--- src/rtl/wfid_pool_allocator.sv ---
// rtl/wfid_pool_allocator.sv - wavefront slot ID allocator with internal vacancy pool and per-slot tag store
// Optional feature macro: WFID_ROUND_ROBIN_EN (round-robin search from a rotating pointer)
module wfid_pool_allocator #(
    parameter int NUM_WF    = 40,
    parameter int ID_WIDTH  = 6,
    parameter int TAG_WIDTH = 15,
    parameter int CNT_WIDTH = 7
) (
    input  logic                 clk,
    input  logic                 rst,
    input  logic                 halt,
    input  logic                 alloc_req,
    input  logic [TAG_WIDTH-1:0] alloc_tag,
    output logic                 alloc_gnt,
    output logic [ID_WIDTH-1:0]  alloc_id,
    input  logic                 free_valid,
    input  logic [ID_WIDTH-1:0]  free_id,
    output logic [TAG_WIDTH-1:0] free_tag,
    output logic                 free_tag_valid,
    output logic [NUM_WF-1:0]    vacant,
    output logic [CNT_WIDTH-1:0] occupied_cnt,
    output logic                 full,
    output logic                 empty,
    output logic                 err_free
);

    logic [NUM_WF-1:0]    vacant_q, vacant_d;
    logic [CNT_WIDTH-1:0] cnt_q, cnt_d;
    logic                 full_q, empty_q;
    logic [TAG_WIDTH-1:0] tag_store [NUM_WF];
    logic [ID_WIDTH-1:0]  enc_id;
    logic                 enc_found;
    logic                 free_in_range;
    logic                 free_ok;

`ifdef WFID_ROUND_ROBIN_EN
    logic [ID_WIDTH-1:0] ptr_q;
    // ptr + offset can reach 2*NUM_WF-2, so one extra bit before the wrap
    logic [ID_WIDTH:0]   rr_idx;

    always_comb begin
        enc_id    = '0;
        enc_found = 1'b0;
        rr_idx    = '0;
        for (int i = 0; i < NUM_WF; i++) begin
            rr_idx = {1'b0, ptr_q} + (ID_WIDTH+1)'(i);
            if (rr_idx >= (ID_WIDTH+1)'(NUM_WF))
                rr_idx = rr_idx - (ID_WIDTH+1)'(NUM_WF);
            if (!enc_found && vacant_q[rr_idx[ID_WIDTH-1:0]]) begin
                enc_found = 1'b1;
                enc_id    = rr_idx[ID_WIDTH-1:0];
            end
        end
    end

    always_ff @(posedge clk or negedge rst) begin
        if (!rst) begin
            ptr_q <= '0;
        end else if (alloc_gnt) begin
            ptr_q <= (alloc_id == ID_WIDTH'(NUM_WF - 1)) ? '0 : alloc_id + ID_WIDTH'(1);
        end
    end
`else
    always_comb begin
        enc_id    = '0;
        enc_found = 1'b0;
        for (int i = 0; i < NUM_WF; i++) begin
            if (!enc_found && vacant_q[i]) begin
                enc_found = 1'b1;
                enc_id    = ID_WIDTH'(i);
            end
        end
    end
`endif

    // Grant looks only at registered vacancy, so a slot freed this cycle is not reissued until next cycle
    assign alloc_gnt     = alloc_req & ~halt & ~full_q;
    assign alloc_id      = enc_id;
    assign free_in_range = (free_id < ID_WIDTH'(NUM_WF));
    assign free_ok       = free_valid & free_in_range & ~vacant_q[free_id];

    always_comb begin
        vacant_d = vacant_q;
        if (alloc_gnt)
            vacant_d[alloc_id] = 1'b0;
        if (free_ok)
            vacant_d[free_id] = 1'b1;
        case ({alloc_gnt, free_ok})
            2'b10:   cnt_d = cnt_q + CNT_WIDTH'(1);
            2'b01:   cnt_d = cnt_q - CNT_WIDTH'(1);
            default: cnt_d = cnt_q;
        endcase
    end

    always_ff @(posedge clk or negedge rst) begin
        if (!rst) begin
            vacant_q       <= '1;
            cnt_q          <= '0;
            full_q         <= 1'b0;
            empty_q        <= 1'b1;
            free_tag       <= '0;
            free_tag_valid <= 1'b0;
            err_free       <= 1'b0;
        end else begin
            vacant_q       <= vacant_d;
            cnt_q          <= cnt_d;
            full_q         <= (cnt_d == CNT_WIDTH'(NUM_WF));
            empty_q        <= (cnt_d == '0);
            free_tag_valid <= free_ok;
            err_free       <= free_valid & ~free_ok;
            if (free_ok)
                free_tag <= tag_store[free_id];
        end
    end

    always_ff @(posedge clk) begin
        if (alloc_gnt)
            tag_store[alloc_id] <= alloc_tag;
    end

    assign vacant       = vacant_q;
    assign occupied_cnt = cnt_q;
    assign full         = full_q;
    assign empty        = empty_q;

endmodule

--- config.mk ---
export PLATFORM = sky130hd
export DESIGN_NAME = wfid_pool_allocator
export DESIGN_NICKNAME = d
export VERILOG_FILES = /design/src/rtl/wfid_pool_allocator.sv
export SDC_FILE = /design/constraint.sdc
export NUM_CORES = 1
export LEC_CHECK = 0
export CAP_MARGIN = 10
export CORE_ASPECT_RATIO = 1.25
export CORE_MARGIN = 3
export CORE_UTILIZATION = 55
export DETAILED_ROUTE_END_ITERATION = 8
export PLACE_DENSITY_LB_ADDON = 0.05
export SYNTH_ARGS = -nofsm -noshare
export SYNTH_HDL_FRONTEND = slang
export SYNTH_SLANG_ARGS = --single-unit
--- constraint.sdc ---
create_clock -name clk -period 3.8 [get_ports clk]
set_clock_uncertainty 0.2 [all_clocks]
set_input_delay 0.76 -clock clk [delete_from_list [all_inputs] [get_ports clk]]
set_output_delay 0.76 -clock clk [all_outputs]
set_load 0.01 [all_outputs]
==> impl_results.md <==
* EDFF count, synth at 600
* Total routing resource utilization after global routing at 0.317
* Area grow syn2layout at 23.7%
* Total instance count after detailed placement at approximately 2400
* Largest fanout of any net on the critical path at 4
* End-of-flow core utilization at 0.691
* Number of global-route vias before repair at around 16000
* Violation count after the first detailed-route iteration at 1906
* # clock sinks at 666
* Detailed-routing wirelength on met1 at 30.3 mm
* Leakage power of the design at 10.7 nW
* Register-to-Register Setup Slack at -100 ps
* Worst r2r src: vacant[22]
* Number of antenna violations at the first check in global routing at 0
* Worst Path Buf+Inv at 2
* Antenna Diode Count at 0
* Total vias in the final route at ~17000
* Largest net degree at the start of global routing at 67
* Sequence of cells on the critical path: mux4_2, nor3b_2, a2111oi_1, or2_1, a221oi_4, buf_6, ha_4, buf_4, ha_4, a21o_1, a21oi_2, xnor2_1, o21ai_1, or4_4, nor4_4
* Pins Over Slew Limit at 0
* Die Outline Area at 49600 um2
* RD Place Congestion at 1.01
* Netlist Area Pre-Place at approximately 26000 um2
* DP Area at 29800 um2
* Final worst path period share at 1.03
* Share of flip-flops with an asynchronous set or reset after synthesis at 0.0991
* Final hold violation count at 0
* Commonest cells after routing, fill and taps aside: 600 x sky130_fd_sc_hd__edfxtp_1, 225 x sky130_fd_sc_hd__a22oi_1, 192 x sky130_fd_sc_hd__buf_4
* Most common cell after layout, fill and taps aside: sky130_fd_sc_hd__edfxtp_1
* Final critical delay including setup and external delays at 3900 ps
* Library cell appearing most often on the critical path: sky130_fd_sc_hd__ha_4
* Final routed wirelength across all metal layers at 77.8 mm
* Slew HR at 0.361
* Layout Nets at 1904
* Total of endpoints with negative setup slack in the final report at 2
* Worst-case setup slack after placement at -1290 ps
* Num rows at 88
* Number of buffers inserted during clock tree synthesis at 61
* Number of buffers between clock root and the deepest sink at 3
* Family with the most delay on the worst path: simple AND/OR/NAND/NOR gates
* First-pass GRT wire length at between 100 and 150 mm
* Wire length on met3 at 6.98 mm
* Clock Latency Late Sink at 630 ps
* Total length of routed met2 wires at 37.3 mm
* Core Region at 46200 um2
* Maximum VDD drop at approximately 0.6 mV
* RSZ-0062 raised after global routing: yes
* Type of origin of the critical path: flip-flop
* Mean area per synthesized cell at between 15 and 20 um2
* Routed length per instance at 31.1 um
* Endpoint of the lowest-slack register-to-register path: empty
* Data required, critical path at roughly 4100 ps
* Number of nets in the synthesized netlist at around 1600
* Slowest library cell on the worst path: sky130_fd_sc_hd__or4_4
* Top Metal Used: met4
* Transition time at the pin with the least slew margin at about 960 ps
* Summed area of non-filler cells in the final layout at 32000 um2
* Remaining number of nets flagged by the antenna check after routing at 0
* FMAX at 0.256 GHz
* Cells after Synth at 1551
* Number of cells in the finished layout apart from fillers at 2504
* Violated checks: setup timing
* Via-per-instance ratio at 6.67
* Critical path endpoint category: flip-flop
* Overall die height at around 250 um
* Number of levels the H-tree was split into at 2
* Result of the run: complete, but fails checks
* Number of cell instances on the worst register-to-register path at 15
* Remaining global-route overflow at 0
* Clock root buffer: sky130_fd_sc_hd__clkbuf_16
* Arrival time reported for the critical path endpoint at 4240 ps
* Number of synthesized register bits at between 600 and 700
* Post-route worst setup slack at -99.5 ps
* Detailed placement HPWL at 48.3 mm
* Horizontal die dimension at 200 um
* Unique cell type count in the Yosys netlist at between 70 and 80
* Worst-path clk slew at 60 ps
* Sequential cell area fraction in the yosys report at 0.764
* Ys Warns at 0
* Drt first pass iters at 5
* Prevailing post-synth register cell: sky130_fd_sc_hd__edfxtp_1
* Port Buffer Count at 98
* DRC violations left at 0
* Delay contributed by the slowest stage of the critical path at between 500 and 600 ps
* Power density over cell area at 575 nW/um2
* Cts-stage hold buffer count at 0
* Worst setup path category: flip-flop to flip-flop
* Share of post-route cells with drive strength above 1 at 0.255
* Max-cap viol count at 0
* I/O pin count at 99
* Starting Density at 0.558
* Clock tree from TritonCTS: built
* Kind of path behind the tightest hold check: input port to async pin
registers in the layout, indices dropped and copies added (netlist names):
name,count
vacant,40
tag_store,600
err_free,1
full,1
empty,1
free_tag,15
occupied_cnt,7
free_tag_valid,1
power by group:
part           switching (mW)  internal, mW
Sequential              0.216          8.46
Clock                    2.65          3.37
Combinational            2.31          1.39
Total                    5.17          13.2
cells by family after synthesis:
group / Yosys count / share of synthesized area
DFF: 666 / 0.764
AOI/OAI and AO/OA: 490 / 0.139
adders and majority gates: 7 / 0.00368
and+or+nand+nor: 235 / 0.0584
muxes: 19 / 0.0107
xor gates and xnor gates: 5 / 0.00170
buffers and inverters: 129 / 0.0226
synth_stat cells (31+ instances only):
master / n / area [um2]
sky130_fd_sc_hd__edfxtp_1: 600 / 18000
sky130_fd_sc_hd__nand2_1: 35 / 131
sky130_fd_sc_hd__a21oi_1: 35 / 175
sky130_fd_sc_hd__dfstp_2: 41 / 1080
sky130_fd_sc_hd__clkbuf_1: 35 / 131
sky130_fd_sc_hd__o22ai_1: 31 / 194
sky130_fd_sc_hd__a22o_1: 40 / 350
sky130_fd_sc_hd__buf_2: 35 / 175
sky130_fd_sc_hd__a221oi_1: 47 / 412
sky130_fd_sc_hd__nand4_1: 45 / 282
sky130_fd_sc_hd__a22oi_1: 225 / 1690
sky130_fd_sc_hd__inv_1: 33 / 124
sky130_fd_sc_hd__nor2_1: 42 / 158
worst max path at each step:
stage	startpoint	end	slack [ps]	cells past startpoint
floorplan	free_id[1]	empty	-590	16
global placement	free_id[1]	empty	-1200	15
detailed placement	free_id[1]	empty	-1290	15
CTS	vacant[22]	empty	-150	15
global route	vacant[22]	empty	-250	15
finish	vacant[22]	empty	-100	15
stage by stage:
stage	TNS, ps	hold slack (ps)	total power [mW]
floorplan	-1590	264	10.4
global placement	-17330	291	12.3
detailed placement	-21420	298	12.4
CTS	-183	93.9	18.4
global route	-557	119	18.9
finish	-170	72.0	18.4
routing by layer:
metal / up-vias / global-route usage
li1: 7090 / -
met5: - / 0
met2: 986 / 0.503
met3: 154 / 0.0490
met4: 0 / 0.124
met1: 8470 / 0.449
what timing repair did:
item / in CTS / in global routing
endpoints found under the hold margin: 0 / 0
endpoints found under the setup margin: 10 / 5
resized for setup: 42 / 9
buffers inserted: 7 / 7
pin swaps: 9 / 9
final cells by class:
class	instances	area, um2
fillers	3132	14300
repair buffers	350	3560
clock inverters	30	283
flip-flops and latches	666	19700
inverters	36	135
well taps	585	732
multi-input cells	756	5850
clock buffers	81	1670
No activity file was read; power rests on OpenSTA's default activity.
